## src/rtl/baud_pkg.sv

```systemverilog
// Shared baud-rate definitions: rate-select enum, rate table and NCO increment helper.
// No logic, constants only.
// Used at elaboration time to build the per-rate increment table.
package baud_pkg;

  typedef enum logic [2:0] {
    BAUD_9600   = 3'd0,
    BAUD_19200  = 3'd1,
    BAUD_38400  = 3'd2,
    BAUD_57600  = 3'd3,
    BAUD_115200 = 3'd4,
    BAUD_230400 = 3'd5,
    BAUD_460800 = 3'd6,
    BAUD_921600 = 3'd7
  } baud_sel_e;

  localparam int NUM_RATES = 8;

  localparam longint unsigned BAUD_RATES [NUM_RATES] = '{
    64'd9600, 64'd19200, 64'd38400, 64'd57600,
    64'd115200, 64'd230400, 64'd460800, 64'd921600
  };

  // Rounded NCO step: rate * oversample * 2^acc_w / clk_hz, to nearest integer.
  function automatic longint unsigned calc_incr(
    input longint unsigned rate,
    input longint unsigned os,
    input longint unsigned acc_w,
    input longint unsigned clk_hz
  );
    longint unsigned num;
    num = (rate * os) << acc_w;
    return (num + (clk_hz >> 1)) / clk_hz;
  endfunction

endpackage

```

## src/rtl/baud_os_cnt.sv

```systemverilog
// Oversample phase counter: advances os_phase on each NCO carry, flags bit centre and boundary.
// Strobes are registered, aligned with the os_tick produced from the same carry.
// clear zeroes phase and strobes; hold freezes the phase and suppresses strobes.
module baud_os_cnt #(
  parameter int OVERSAMPLE = 16
) (
  input  logic                          clk,
  input  logic                          rst,
  input  logic                          clear,
  input  logic                          hold,
  input  logic                          step,
  output logic [$clog2(OVERSAMPLE)-1:0] os_phase,
  output logic                          mid_tick,
  output logic                          bit_tick
);

  localparam int PW = $clog2(OVERSAMPLE);
  localparam logic [PW-1:0] MID_PRE = PW'(OVERSAMPLE / 2 - 1);
  localparam logic [PW-1:0] LAST    = PW'(OVERSAMPLE - 1);

  logic adv;

  assign adv = step & ~hold;

  // Phase register; the centre/boundary strobes fire on the step that lands on OVERSAMPLE/2 or wraps to 0
  always_ff @(posedge clk or posedge rst) begin
    if (rst) begin
      os_phase <= '0;
      mid_tick <= 1'b0;
      bit_tick <= 1'b0;
    end else if (clear) begin
      os_phase <= '0;
      mid_tick <= 1'b0;
      bit_tick <= 1'b0;
    end else begin
      mid_tick <= adv && (os_phase == MID_PRE);
      bit_tick <= adv && (os_phase == LAST);
      if (adv) begin
        os_phase <= os_phase + 1'b1;
      end
    end
  end

endmodule

```

## src/rtl/baud_gen_frac.sv

```systemverilog
// Fractional-NCO baud generator producing oversample, bit-centre and bit-boundary ticks.
// Ticks are registered one cycle after the accumulator carry; first tick ceil(2^ACC_W/INCR)+1 cycles after a clear.
// en=0 freezes NCO and phase; restart or a new baud_sel clears both regardless of en.
module baud_gen_frac
  import baud_pkg::*;
#(
  parameter int CLK_HZ     = 100_000_000,
  parameter int OVERSAMPLE = 16,
  parameter int ACC_W      = 24
) (
  input  logic                          clk,
  input  logic                          rst,
  input  logic                          en,
  input  logic                          restart,
  input  logic [2:0]                    baud_sel,
  output logic                          os_tick,
  output logic                          mid_tick,
  output logic                          bit_tick,
  output logic [$clog2(OVERSAMPLE)-1:0] os_phase,
  output logic                          sel_chg
);

  if (OVERSAMPLE < 4 || OVERSAMPLE > 64 || (OVERSAMPLE & (OVERSAMPLE - 1)) != 0) begin : g_bad_os
    $error("baud_gen_frac: OVERSAMPLE must be a power of two in 4..64");
  end

  if (ACC_W < 16 || ACC_W > 32) begin : g_bad_accw
    $error("baud_gen_frac: ACC_W must be in 16..32");
  end

  // Per-rate increments are fixed at elaboration; an increment at or above half the
  // accumulator range would make tick spacing collapse to one or two cycles.
  logic [ACC_W-1:0] incr_tab [NUM_RATES];

  for (genvar k = 0; k < NUM_RATES; k++) begin : g_incr
    localparam longint unsigned INCR_K =
      calc_incr(BAUD_RATES[k], 64'(OVERSAMPLE), 64'(ACC_W), 64'(CLK_HZ));
    if (INCR_K == 64'd0 || INCR_K >= (64'd1 << (ACC_W - 1))) begin : g_bad_incr
      $error("baud_gen_frac: increment out of range for rate index %0d", k);
    end
    assign incr_tab[k] = INCR_K[ACC_W-1:0];
  end

  baud_sel_e        sel_q;
  logic [ACC_W-1:0] acc;
  logic [ACC_W-1:0] incr;
  logic [ACC_W:0]   sum;
  logic             carry;
  logic             init_q;
  logic             chg;
  logic             clear;

  assign incr  = incr_tab[sel_q];
  assign sum   = {1'b0, acc} + {1'b0, incr};
  assign carry = sum[ACC_W];
  // The first cycle after reset adopts baud_sel silently instead of reporting a change.
  assign chg   = ~init_q & (baud_sel != sel_q);
  assign clear = init_q | restart | chg;

  // Accumulator, rate-select capture and registered os_tick / sel_chg strobes
  always_ff @(posedge clk or posedge rst) begin
    if (rst) begin
      acc     <= '0;
      sel_q   <= BAUD_9600;
      init_q  <= 1'b1;
      os_tick <= 1'b0;
      sel_chg <= 1'b0;
    end else begin
      init_q  <= 1'b0;
      sel_q   <= baud_sel_e'(baud_sel);
      sel_chg <= chg;
      os_tick <= en & carry & ~clear;
      if (clear) begin
        acc <= '0;
      end else if (en) begin
        acc <= sum[ACC_W-1:0];
      end
    end
  end

  baud_os_cnt #(
    .OVERSAMPLE(OVERSAMPLE)
  ) u_os_cnt (
    .clk      (clk),
    .rst      (rst),
    .clear    (clear),
    .hold     (~en),
    .step     (carry),
    .os_phase (os_phase),
    .mid_tick (mid_tick),
    .bit_tick (bit_tick)
  );

endmodule

```

## config.mk

```make
export PLATFORM = sky130hd
export DESIGN_NAME = baud_gen_frac
export DESIGN_NICKNAME = d
export VERILOG_FILES = /design/src/rtl/baud_pkg.sv /design/src/rtl/baud_os_cnt.sv /design/src/rtl/baud_gen_frac.sv
export SDC_FILE = /design/constraint.sdc
export NUM_CORES = 1
export LEC_CHECK = 0
export ABC_CLOCK_PERIOD_IN_PS = 6600
export CAP_MARGIN = 30
export CELL_PAD_IN_SITES_DETAIL_PLACEMENT = 0
export CELL_PAD_IN_SITES_GLOBAL_PLACEMENT = 1
export CORE_MARGIN = 3
export CORE_UTILIZATION = 52
export CTS_BUF_LIST = sky130_fd_sc_hd__clkbuf_2 sky130_fd_sc_hd__clkbuf_4 sky130_fd_sc_hd__clkbuf_8
export CTS_CLUSTER_SIZE = 40
export DETAILED_ROUTE_END_ITERATION = 8
export DONT_BUFFER_PORTS = 1
export PLACE_DENSITY = 0.9
export SETUP_SLACK_MARGIN = 0.02
export SKIP_LAST_GASP = 1
export SYNTH_ARGS = -nofsm -noshare
export SYNTH_HDL_FRONTEND = slang
export SYNTH_SLANG_ARGS = --single-unit
```

## constraint.sdc

```tcl
create_clock -name clk -period 6.6 [get_ports clk]
set_input_delay 0.33 -clock clk [delete_from_list [all_inputs] [get_ports clk]]
set_output_delay 0.33 -clock clk [all_outputs]
set_load 0.01 [all_outputs]
```

==> metrics.txt, run 1 <==
outcome=finished, final reports clean; WP data arrival=about 3600 ps; Buf+Inv Stages, Crit Path=2; Max stage delay cell, worst path=dfrtp_1; Area contributors post-synth=dfrtp_1, ha_1, a21oi_1; CP Class=flop to flop; top cells by count, synth=dfrtp_1, ha_1, nand2_1, nor2_1, a21oi_1; largest family of logic cells by synthesized area=compound AO/OA/AOI/OAI gates; sequential fraction of the synthesis area=a little over 30%; CP delay by family, top=compound AO/OA/AOI/OAI gates; Leak=1.43 nW; CTS buffer count=5; Initial DRT Pass Iterations=4; hold crit path type=input port to asynchronous set/reset pin; post-synthesis instance total=348; clk sinks=36; pin count of the biggest net entering global routing=37; Fin Setup TNS=0 ps; num rows=26; Total GRT Usage=a little under a quarter; CTS root buf=clkbuf_8; vias in the first global route=2419; slowest stage delay, CP=~520 ps; Synth cell types=55; CTS Hold Bufs=0; DRT Wirelength=about 6700 um; Post-Synth XOR/XNOR Area=6.80%; Max-Slew Margin vs Limit=55.4%; final setup fails=0; FFs w/ async S/R, synth=100%; Setup Skew=2.98 ps; total die area=about 6600 sq um; Post-Syn Area=a little under 3000 sq um; maxcap violations=0; Top Usage Layer GRT=met2; via-per-instance ratio=5.94; initial antenna violation count=0; post-synthesis register bit count=36; Resize count post-CTS=0; CTS clk-pin slew, worst paths=80 ps; Final ANT Viol Nets=0; dpl hpwl=approximately 5100 um; Most used DFF post-synth=dfrtp_1; met3 Use GR=3.99%; Starting Density=55.5%; Req. time, crit path=6820 ps; fin. max-slew vios=0; Final Cycle Share=roughly 51%; number of enable flip-flop cells after synthesis=0; Reg-to-Reg End=u_os_cnt.os_phase[3]; worst vdd ir=66.1 uV; H-tree depth=2; IO Port Bufs=0; crit end category=flop; fillers=486; Synthesis Warnings=0; DRT iter0 DRCs=75; Die X=81.2 um; Power Density=about 160 nW/um^2; Post-CTS Setup Inserts=0; routing usage on met1=between 20% and 30%; Inst Count DP=406; # diodes=0; Die Ht=81.2 um; Mapped Nets=391; reg2reg start=sel_q[0]; r2r setup slk=3210 ps; top cell type by total area after synthesis=dfrtp_1; Max clock buf depth=2; vias after detailed routing=between 2000 and 2500; CP cell instances=inv_1 > ha_1 > a21oi_1 > ha_1 > inv_1 > fa_1 > nand3b_1 > a21oi_2 > o21bai_2 > o211ai_4 > a21oi_4 > or3_1 > a21oi_1; Clock Latency Late Sink=290 ps; Global Route met2 Usage=a little under two fifths; maximum clock frequency=295 MHz; mux share of post-synthesis cell area=between 2 and 2.5%; grt total ovfl=0; Compound-Gate Fraction of Synth Area=between 20% and 30%; post-route insts no fill=414; Layout Nets=slightly below 400; RSZ-0062 raised after global routing=false; adder-cell share of the synthesized area=15.6%; syn_area_per_cell=8.46 sq um; core area=between 5000 and 6000 sq um; reg2reg path depth=13; gp weighted congestion=around 0.87; # IOs=15; Post-Synth Simple-Gate Area=19.3%; Yosys top cell area share=29.7%; share of post-route cells with drive strength above 1=7.27%; remaining routing DRC violations=0; crit path max fanout=9; Area growth syn-to-layout=4.46%; first-pass GRT wire length=roughly 12000 um; Worst Max-Slew Pin Slew=around 660 ps; CTS tree=done; Critical Path Source Type=flop; fin crit period=3390 ps; Final Hold Fails=0; post-DR wirelength/cell=16.2 um
[per-stage QoR]
stage / cell area [sq um] / utilization [%] / setup slack [ps] / hold slack (ps) / power, W
final: 3080 / 58.0 / 3210 / 32.7 / 0.000477
after global routing: 3080 / 58.0 / 2930 / 45.5 / 0.000504
after CTS: 3080 / 58.0 / 3220 / 55.2 / 0.000481
after detailed placement: 2990 / 56.3 / 3220 / 362 / 0.000320
after global placement: 2990 / 56.3 / 3420 / 362 / 0.000320
after floorplan: 2940 / - / 3620 / 361 / 0.000304
[final cells by class]
class,instances,area [sq um],area share (%)
timing repair buffer,2,15.0,0.488
clock buffer,5,68.8,2.24
tap,70,87.6,2.85
clock inverter,3,18.8,0.610
sequential,36,902,29.3
multi-input combinational,279,1910,62.2
inverter,19,71.3,2.32
[where the power goes]
part / internal, W / switching (W) / leakage (nW) / total (W)
logic: 0.0000337 / 0.0000542 / 0.891 / 0.0000878
registers: 0.000224 / 0.00000496 / 0.490 / 0.000229
clock network: 0.0000736 / 0.0000874 / 0.0479 / 0.000161
[worst reg2reg max path, stage by stage, from the launching register on]
cell,delay (ps)
dfrtp_1,520
inv_1,180
ha_1,260
a21oi_1,170
ha_1,220
inv_1,60
fa_1,390
nand3b_1,210
a21oi_2,200
o21bai_2,150
o211ai_4,310
a21oi_4,140
or3_1,360
a21oi_1,150
[placed cells by master (no fill, tap or decap), types with 4 or more instances in the layout]
cell type and n:
ha_1 35, dfrtp_1 35, nor2_1 34, nand2_1 34, a21oi_1 33, o21ai_0 20, inv_1 19, xnor2_1 12
nand3_1 9, nand4_1 9, xor2_1 9, a31oi_1 6, mux2i_1 6, a21o_1 5, o211ai_1 5, clkbuf_8 5
or3_1 4, a211oi_1 4, nor3_1 4
[state kept, by name, indices dropped and copies added (netlist names)]
signal	count
sel_q	3
sel_chg	1
u_os_cnt.os_phase	4
u_os_cnt.mid_tick	1
os_tick	1
init_q	1
u_os_cnt.bit_tick	1
acc	24
[routing by layer]
layer  vias up  part of all wire (%)
li1       1230                     -
met1      1173                    47
met2        41                    48
met3        16                   3.1
met4         0                   2.6
met5         -                     0
[worst max-delay path by stage]
stage | start | endpoint | depth (start not counted)
CTS | sel_q[0] | u_os_cnt.os_phase[3] | 13
floorplan | sel_q[0] | u_os_cnt.os_phase[3] | 13
detailed placement | sel_q[0] | u_os_cnt.os_phase[3] | 13
global placement | sel_q[0] | u_os_cnt.os_phase[3] | 13
finish | sel_q[0] | u_os_cnt.os_phase[3] | 13
global route | sel_q[0] | u_os_cnt.os_phase[3] | 13
[logic make-up after synthesis]
kind of cell,after synthesis
xor gates and xnor gates,22
buffers and inverters,33
muxes,6
and+or+nand+nor,117
other,1
AOI/OAI and AO/OA,97
adders and majority gates,36
DFF,36
Power figures use the tool's default switching activity.
==> run 2: changes to the inputs <==
Settings changed: ABC_CLOCK_PERIOD_IN_PS 6600 to 3250, CORE_UTILIZATION 52 to 51, PLACE_DENSITY 0.9 to 0.89.
Clock period 6.6 ns to 3.25 ns, I/O delays scaled along.
==> metrics.txt, run 2 (synthesized netlist as in run 1, its figures left out) <==
remaining routing DRC violations=0 (unchanged); clk sinks=36 (unchanged); Leak=1.50 nW (was 1.43 nW); slowest stage delay, CP=420 ps (was 520 ps); CTS buffer count=5 (unchanged); Final Hold Fails=0 (unchanged); Starting Density=53.1% (was 55.5%); Area growth syn-to-layout=9.94% (was 4.46%); Worst Hold Path Cells=2; via-per-instance ratio=5.87 (was 5.94); Worst Max-Slew Pin Slew=668 ps (was 665 ps); Final ANT Viol Nets=0 (unchanged); register with the highest flop count=acc (unchanged); num rows=27 (was 26); total die area=6720 sq um (was 6600 sq um); Power Density=310 nW/um^2 (was 155 nW/um^2); Multi-input gate area=1940 sq um (was 1910 sq um); CP cell instances=inv_1 > ha_1 > a21oi_2 > ha_2 > inv_1 > fa_1 > nand3b_1 > a21oi_2 > o21bai_4 > o211ai_4 > a21oi_4 > or3_1 > a21oi_1 (was inv_1 > ha_1 > a21oi_1 > ha_1 > inv_1 > fa_1 > nand3b_1 > a21oi_2 > o21bai_2 > o211ai_4 > a21oi_4 > or3_1 > a21oi_1); placed inst area=3030 sq um (was 2990 sq um); Global Route met2 Usage=38.3% (about the same); fillers=488 (was 486); CTS root buf=clkbuf_8 (unchanged); Initial DRT Pass Iterations=4 (unchanged); commonest cells after routing, fill and taps aside=nor2_1, nand2_1, ha_1, dfrtp_1, a21oi_1 (was ha_1, dfrtp_1, nor2_1, nand2_1, a21oi_1); routing usage on met1=29.7% (was 29.3%); Max-Slew Margin vs Limit=55.4% (about the same); crit path max fanout=6 (was 9); fin. max-slew vios=0 (unchanged); DRT Wirelength=7070 um (was 6710 um); WP data arrival=3300 ps (was 3620 ps); reg2reg path depth=13 (unchanged); hold crit path type=input port to flop (was input port to asynchronous set/reset pin); Sequential Area=905 sq um (was 902 sq um); CP Class=flop to flop (unchanged); CP delay by family, top=compound AO/OA/AOI/OAI gates (unchanged); first-pass GRT wire length=11600 um (was 11500 um); # diodes=0 (unchanged); pin count of the biggest net entering global routing=37 (unchanged); Setup Skew=8.29 ps (was 2.98 ps); Clock Latency Late Sink=300 ps (was 290 ps); Final Cycle Share=94.9% (was 51.4%); Crit. path cell count=13 (unchanged); fin crit period=3080 ps (was 3390 ps); Regs by FF count=acc: 24 flops, u_os_cnt.os_phase: 4 flops, sel_q: 3 flops (unchanged); IO Port Bufs=0 (unchanged); vias in the first global route=2429 (was 2419); core area=5540 sq um (was 5300 sq um); share of post-route cells with drive strength above 1=12.0% (was 7.27%); RSZ-0062 raised after global routing=true (was false); outcome=finished, final reports clean (unchanged); Total GRT Usage=22.7% (was 22.8%); Die X=82.0 um (was 81.2 um); Req. time, crit path=3470 ps (was 6820 ps); Critical Path Source Type=flop (unchanged); vias after detailed routing=2530 (was 2460); post-DR wirelength/cell=16.4 um (was 16.2 um); Layout Nets=401 (was 386); final setup fails=0 (unchanged); Max stage delay cell, worst path=dfrtp_1 (unchanged); Design Area, Final=3240 sq um (was 3080 sq um); Top Usage Layer GRT=met2 (unchanged); number of flip-flops in the largest register=24 (unchanged); CTS tree=done (unchanged); crit end category=flop (unchanged); H-tree depth=2 (unchanged); # IOs=15 (unchanged); grt total ovfl=0 (unchanged); maximum clock frequency=324 MHz (was 295 MHz); worst vdd ir=197 uV (was 66.1 uV); gp weighted congestion=0.957 (was 0.873); Buf+Inv Stages, Crit Path=2 (unchanged); met3 Use GR=4.17% (was 3.99%); maxcap violations=0 (unchanged); CTS clk-pin slew, worst paths=80 ps (about the same); Fin Setup TNS=0 ps (unchanged); DRT iter0 DRCs=117 (was 75); Max clock buf depth=2 (unchanged); dpl hpwl=5110 um (was 5050 um); initial antenna violation count=0 (unchanged); Die Ht=82.0 um (was 81.2 um)
## run 2: repair_timing
action                                  in CTS  in global routing
endpoints found under the setup margin       0                  3
gates resized for setup                      0                  9
hold buffers                                 5                  0
hold endpoints to repair                    41                  0
setup buffers                                0                  5
## run 2: final cells by class
cell class,count,area share [%]
multi-input combinational,279,59.9
sequential,36,27.9
clock inverter,2,0.309
inverter,19,2.20
clock buffer,6,2.55
timing repair buffer,17,4.33
tap,72,2.78
## run 2: power by group
part           internal [W]  total [W]  switching [W]
registers          0.000455   0.000462     0.00000790
clock network      0.000169   0.000343       0.000173
logic             0.0000785   0.000198       0.000119
total              0.000702    0.00100       0.000300
## run 2: worst paths after layout
path | end | slack (ps) | start
worst max-delay path | u_os_cnt.os_phase[3] | 170 | sel_q[1]
max in group asynchronous | sel_q[0] | 2460 | rst
worst min register to register | acc[21] | 500 | acc[21]
min in group asynchronous | acc[12] | 430 | rst
worst min-delay path | acc[0] | 40 | en
worst max register to register | u_os_cnt.os_phase[3] | 170 | sel_q[1]
## run 2: metrics by stage
step,hold slack [ps],setup slack [ps],total power (W),utilization (%),instances
floorplan,194,270,0.000617,-,348
global placement,194,203,0.000654,54.7,413
detailed placement,194,89.5,0.000655,54.7,413
CTS,40.0,76.7,0.000997,57.2,426
global route,56.3,9.89,0.00105,58.4,431
finish,39.1,167,0.00100,58.4,431
## run 2: per-layer routing
metal	share of wire, %	vias to the layer above	wire [um]
met5	0	-	0
li1	-	1254	-
met3	4.8	8	339
met2	48	54	3390
met1	46	1214	3240
met4	1.5	0	109
